**src/rtl/cmd_scheduler_pkg.sv**
```systemverilog
// Shared state enum, command encodings and ASCII command bytes
// for the command scheduler.
package cmd_scheduler_pkg;

    typedef enum logic [1:0] {
        IDLE  = 2'd0,
        POP   = 2'd1,
        ISSUE = 2'd2,
        GAP   = 2'd3
    } state_t;

    // One-hot command: bit0 clear, bit1 run, bit2 mode.
    typedef logic [2:0] cmd_t;

    localparam cmd_t CMD_CLEAR = 3'b001;
    localparam cmd_t CMD_RUN   = 3'b010;
    localparam cmd_t CMD_MODE  = 3'b100;

    localparam logic [7:0] CMD_RUN_CHAR   = 8'h72;
    localparam logic [7:0] CMD_CLEAR_CHAR = 8'h63;
    localparam logic [7:0] CMD_MODE_CHAR  = 8'h6D;

    // Fixed issue priority: clear > run > mode.
    function automatic cmd_t pick_cmd(input cmd_t pend);
        cmd_t c;
        c = '0;
        if (pend[0])      c = CMD_CLEAR;
        else if (pend[1]) c = CMD_RUN;
        else if (pend[2]) c = CMD_MODE;
        return c;
    endfunction

endpackage

```
**src/rtl/cmd_scheduler_decode.sv**
```systemverilog
// Combinational UART byte decoder: one-hot command plus unknown flag.
module cmd_decode
    import cmd_scheduler_pkg::*;
(
    input  logic [7:0] data_i,
    output cmd_t       cmd_o,
    output logic       unknown_o
);

    always_comb begin
        cmd_o     = '0;
        unknown_o = 1'b0;
        unique case (1'b1)
            (data_i == CMD_RUN_CHAR):   cmd_o = CMD_RUN;
            (data_i == CMD_CLEAR_CHAR): cmd_o = CMD_CLEAR;
            (data_i == CMD_MODE_CHAR):  cmd_o = CMD_MODE;
            default:                    unknown_o = 1'b1;
        endcase
    end

endmodule

```
**src/rtl/cmd_scheduler.sv**
```systemverilog
// Merges button pulses and UART command bytes into spaced command pulses.
// Define CMD_SCHEDULER_ERR_EN to add o_err / err_cnt for unknown bytes.
module cmd_scheduler
    import cmd_scheduler_pkg::*;
#(
    parameter int unsigned GAP_CYCLES = 2
) (
    input  logic       clk,
    input  logic       rst,
    input  logic       btn_run,
    input  logic       btn_clear,
    input  logic       btn_mode,
    input  logic       rx_empty,
    input  logic [7:0] rx_data,
    output logic       rx_pop,
    output logic       o_run,
    output logic       o_clear,
    output logic       o_mode,
`ifdef CMD_SCHEDULER_ERR_EN
    output logic       o_err,
    output logic [7:0] err_cnt,
`endif
    output logic       o_busy
);

    localparam logic [3:0] GAP_LAST = 4'(GAP_CYCLES - 1);

    state_t     state_q, state_d;
    cmd_t       pend_q, pend_d;
    cmd_t       cmd_q, cmd_d;
    logic [3:0] gap_cnt_q, gap_cnt_d;
    logic       rx_pop_q, rx_pop_d;
    logic       busy_q, busy_d;
    cmd_t       dec_cmd, uart_set, clr_set;
    logic       dec_unknown;

    cmd_decode u_decode (
        .data_i    (rx_data),
        .cmd_o     (dec_cmd),
        .unknown_o (dec_unknown)
    );

    always_comb begin
        state_d   = state_q;
        gap_cnt_d = gap_cnt_q;
        uart_set  = (state_q == POP && !dec_unknown) ? dec_cmd : '0;
        clr_set   = (state_q == ISSUE) ? cmd_q : '0;
        // Sets are OR-ed after the clear so a same-cycle set survives.
        pend_d    = (pend_q & ~clr_set) | uart_set
                  | {btn_mode, btn_run, btn_clear};
        case (state_q)
            IDLE: begin
                if (pend_q != '0)   state_d = ISSUE;
                else if (!rx_empty) state_d = POP;
            end
            POP:   state_d = IDLE;
            ISSUE: begin
                state_d   = (GAP_CYCLES == 0) ? IDLE : GAP;
                gap_cnt_d = '0;
            end
            GAP: begin
                if (gap_cnt_q == GAP_LAST) state_d = IDLE;
                else gap_cnt_d = gap_cnt_q + 4'd1;
            end
            default: state_d = IDLE;
        endcase
        cmd_d    = (state_d == ISSUE) ? pick_cmd(pend_q) : '0;
        rx_pop_d = (state_d == POP);
        busy_d   = (state_d != IDLE) || (pend_d != '0);
    end

    always_ff @(posedge clk) begin
        if (rst) begin
            state_q   <= IDLE;
            pend_q    <= '0;
            cmd_q     <= '0;
            gap_cnt_q <= '0;
            rx_pop_q  <= 1'b0;
            busy_q    <= 1'b0;
        end else begin
            state_q   <= state_d;
            pend_q    <= pend_d;
            cmd_q     <= cmd_d;
            gap_cnt_q <= gap_cnt_d;
            rx_pop_q  <= rx_pop_d;
            busy_q    <= busy_d;
        end
    end

    assign rx_pop  = rx_pop_q;
    assign o_clear = cmd_q[0];
    assign o_run   = cmd_q[1];
    assign o_mode  = cmd_q[2];
    assign o_busy  = busy_q;

`ifdef CMD_SCHEDULER_ERR_EN
    logic       o_err_q, o_err_d;
    logic [7:0] err_cnt_q, err_cnt_d;

    always_comb begin
        o_err_d   = (state_q == POP) && dec_unknown;
        err_cnt_d = err_cnt_q;
        if (o_err_d && err_cnt_q != 8'hFF) err_cnt_d = err_cnt_q + 8'd1;
    end

    always_ff @(posedge clk) begin
        if (rst) begin
            o_err_q   <= 1'b0;
            err_cnt_q <= '0;
        end else begin
            o_err_q   <= o_err_d;
            err_cnt_q <= err_cnt_d;
        end
    end

    assign o_err   = o_err_q;
    assign err_cnt = err_cnt_q;
`endif

endmodule

```
**config.mk**
```make
export PLATFORM = sky130hd
export DESIGN_NAME = cmd_scheduler
export DESIGN_NICKNAME = d
export VERILOG_FILES = /design/src/rtl/cmd_scheduler_pkg.sv /design/src/rtl/cmd_scheduler_decode.sv /design/src/rtl/cmd_scheduler.sv
export SDC_FILE = /design/constraint.sdc
export NUM_CORES = 1
export LEC_CHECK = 0
export CAP_MARGIN = 20
export CORE_ASPECT_RATIO = 1.25
export CORE_MARGIN = 1
export CORE_UTILIZATION = 40
export CTS_CLUSTER_DIAMETER = 120
export DETAILED_ROUTE_END_ITERATION = 6
export PLACE_DENSITY_LB_ADDON = 0.1
export SYNTH_ARGS = -nofsm -noshare
export SYNTH_HDL_FRONTEND = slang
export SYNTH_SLANG_ARGS = --single-unit
export TNS_END_PERCENT = 100
```
**constraint.sdc**
```tcl
create_clock -name clk -period 4.4 [get_ports clk]
set_clock_uncertainty 0.2 [all_clocks]
set_input_delay 0.66 -clock clk [delete_from_list [all_inputs] [get_ports clk]]
set_output_delay 0.66 -clock clk [all_outputs]
set_load 0.005 [all_outputs]
```
==> flow_summary.json <==
{
  "synth.avg_cell_area_sq_um": 9.50,
  "drt_wl_total_um": 1310,
  "place.gp.congestion": 0.708,
  "fmax_ghz": 0.507,
  "power.density_nw_per_um2": 298,
  "drt-wirelength-per-cell_um": 12.3,
  "timing.final.crit_share": 0.448,
  "tightestPinTransition_ns": 0.412,
  "synth_fp_nets": 85,
  "die-area_sq_um": 1810,
  "io_pins": 19,
  "drc": 0,
  "hold_class": "reg -> reg",
  "critPathMaxStageDelay_ns": 0.50,
  "clkSinkCount": 14,
  "rows": 16,
  "cts_tree": "done",
  "fin_setup_tns_ns": 0,
  "syn_inst": 69,
  "required_ns": 3.54,
  "start_kind": "flip-flop",
  "synth_top_area_frac": 0.427,
  "start_util": 0.425,
  "insertion_delay_ns": 0.27,
  "slowest_stage": "clkdlybuf4s50_1",
  "cp.buffers_inverters": 1,
  "multiInputGateArea_sq_um": 353,
  "core-area_sq_um": 1540,
  "die_w_um": 38.2,
  "clockBufferDepth": 2,
  "dr_total_vias": 558,
  "crit_path_end_kind": "primary output",
  "crit_chain": "clkdlybuf4s50_1",
  "grt_use_total": 0.167,
  "finalPower_w": 0.000258,
  "detailed_place_hpwl_um": 1050,
  "drive_above_1_share": 0.102,
  "hold_viol_final": 0,
  "peakVddDrop_mv": 0.181,
  "synth_cell_types": 28,
  "grt_pass1_vias": 495,
  "final_cell_count_no_fill": 106,
  "clk_pin_slew_ns": 0.08,
  "cap_violations": 0,
  "n_antenna_cell": 0,
  "layout_min_cycle_time_ns": 1.97,
  "worstPathArrival_ns": 1.11,
  "status": "complete, no violations",
  "cts-root-buf": "clkbuf_4",
  "syn_area_sq_um": 656,
  "layout.nets": 106,
  "regArea_sq_um": 280,
  "synthFlopType": "dfxtp_1",
  "drt_iter0_markers": 6,
  "ant_nets": 0,
  "die_h_um": 47.3,
  "grt_max_degree": 12,
  "drv_slew": 0,
  "ys_ff_latch": 14,
  "synth_seq_area_share": 0.427,
  "postCtsSetupBuffers": 0,
  "grt_pass1_wl_um": 2020,
  "path_delay_family": "buffers and inverters",
  "cts_buffers": 3,
  "async_reset_ff_frac": 0,
  "setup-violations-final": 0,
  "ys.warnings.count": 0,
  "numPortBuffers": 18,
  "synth_edf_count": 0,
  "rsz0062_at_grt": "no",
  "cts_hold_buf": 0,
  "viasPerCell": 5.26,
  "first_pass_iters": 2,
  "ctsResizeCount": 0,
  "ys_top_cells_by_area": "dfxtp_1 (43%), nor2_1 (5.7%), a221oi_2 (4.6%), ha_1 (3.8%), nor3_1 (3.8%)",
  "synth.largest_area_cell": "dfxtp_1",
  "dp.cells": 103,
  "h-tree-depth": 1,
  "globalRoute.totalOverflow": 0,
  "antenna_found_initial": 0,
  "fill_cells": 156,
  "path_class": "reg -> out",
  "p_leak_nw": 0.323,
  "critPathMaxFanout": 2,
  "syn_to_final_growth_pct": 32.1,
  "slew_headroom": 0.724
}
cells in the mapped netlist (2+ instances only):
library cell  count
dfxtp_1          14
nor2_1           10
nand2_1           6
nor3_1            5
a21oi_1           3
and2_1            3
a211oi_1          2
a221oi_2          2
a22oi_1           2
and3_1            2
ha_1              2
inv_1             2
cells in the final DEF, fill, tap and decap left out, drive strengths merged:
cell	synthesis	layout
and3b	1	1
ha	2	2
clkbuf	1	3
a22oi	2	2
nor3	5	5
and3	2	2
nand2	6	6
and2b	1	1
or3	1	1
nor3b	2	2
nand4bb	1	1
nand3	1	1
o21ai	1	1
dfxtp	14	14
a21oi	3	3
nor2	10	10
clkdlybuf4s50	0	18
and2	3	3
xor2	1	1
a41oi	1	1
a221oi	3	3
inv	2	2
a211oi	2	2
nand2b	1	1
nand3b	1	1
nor4b	1	1
kinds of logic (layout without fill, tap and decap cells):
kind of cell             after synthesis  in the layout  share of synthesized area
AO/OA/AOI/OAI                         12             12                      0.160
buffers and inverters                  4             23                     0.0343
XOR/XNOR                               1              1                     0.0134
adder cells (fa/ha/maj)                2              2                     0.0382
AND/OR/NAND/NOR                       36             36                      0.326
flip-flops                            14             14                      0.427
per-stage QoR:
| step | worst slack, ns | utilization | hold WS (ns) | instance area, sq um |
|---|---|---|---|---|
| finish | 2.43 | 0.562 | 0.322 | 866 |
| global route | 2.37 | 0.562 | 0.345 | 866 |
| CTS | 2.40 | 0.562 | 0.327 | 866 |
| detailed placement | 2.19 | 0.547 | 0.316 | 843 |
| global placement | 2.22 | 0.547 | 0.314 | 843 |
| floorplan | 2.73 | - | 0.287 | 656 |
sequential cells by signal, indices dropped and copies added, names as in the netlist:
| name | flops |
|---|---|
| rx_pop | 1 |
| cmd_q | 3 |
| state_q | 2 |
| pend_q | 3 |
| o_busy | 1 |
| gap_cnt_q | 4 |
power by group:
group          internal [W]  switching (W)  total (W)
Sequential         0.000134     0.00000866   0.000143
Combinational     0.0000273      0.0000185  0.0000458
Clock             0.0000317      0.0000375  0.0000692
worst paths after layout:
kind	start	endpoint	slack, ns	cells after the start
setup / recovery	cmd_q[1]	o_run	2.43	1
hold / removal	pend_q[2]	cmd_q[2]	0.32	1
setup reg to reg	state_q[1]	o_busy	2.76	4
hold reg to reg	pend_q[2]	cmd_q[2]	0.32	1
routing by layer:
layer,track usage,vias to the layer above,share of wire
li1,-,288,-
met1,0.184,255,0.46
met2,0.288,13,0.48
met3,0.0521,2,0.055
met4,0.0857,0,0.0069
met5,0,-,0
final cells by class:
class,instances,share of cell area
repair buffers,18,0.208
clock buffers,3,0.0260
flip-flops and latches,14,0.324
well taps,18,0.0260
inverters,2,0.00867
multi-input cells,51,0.408
No activity file was read; power rests on OpenSTA's default activity.
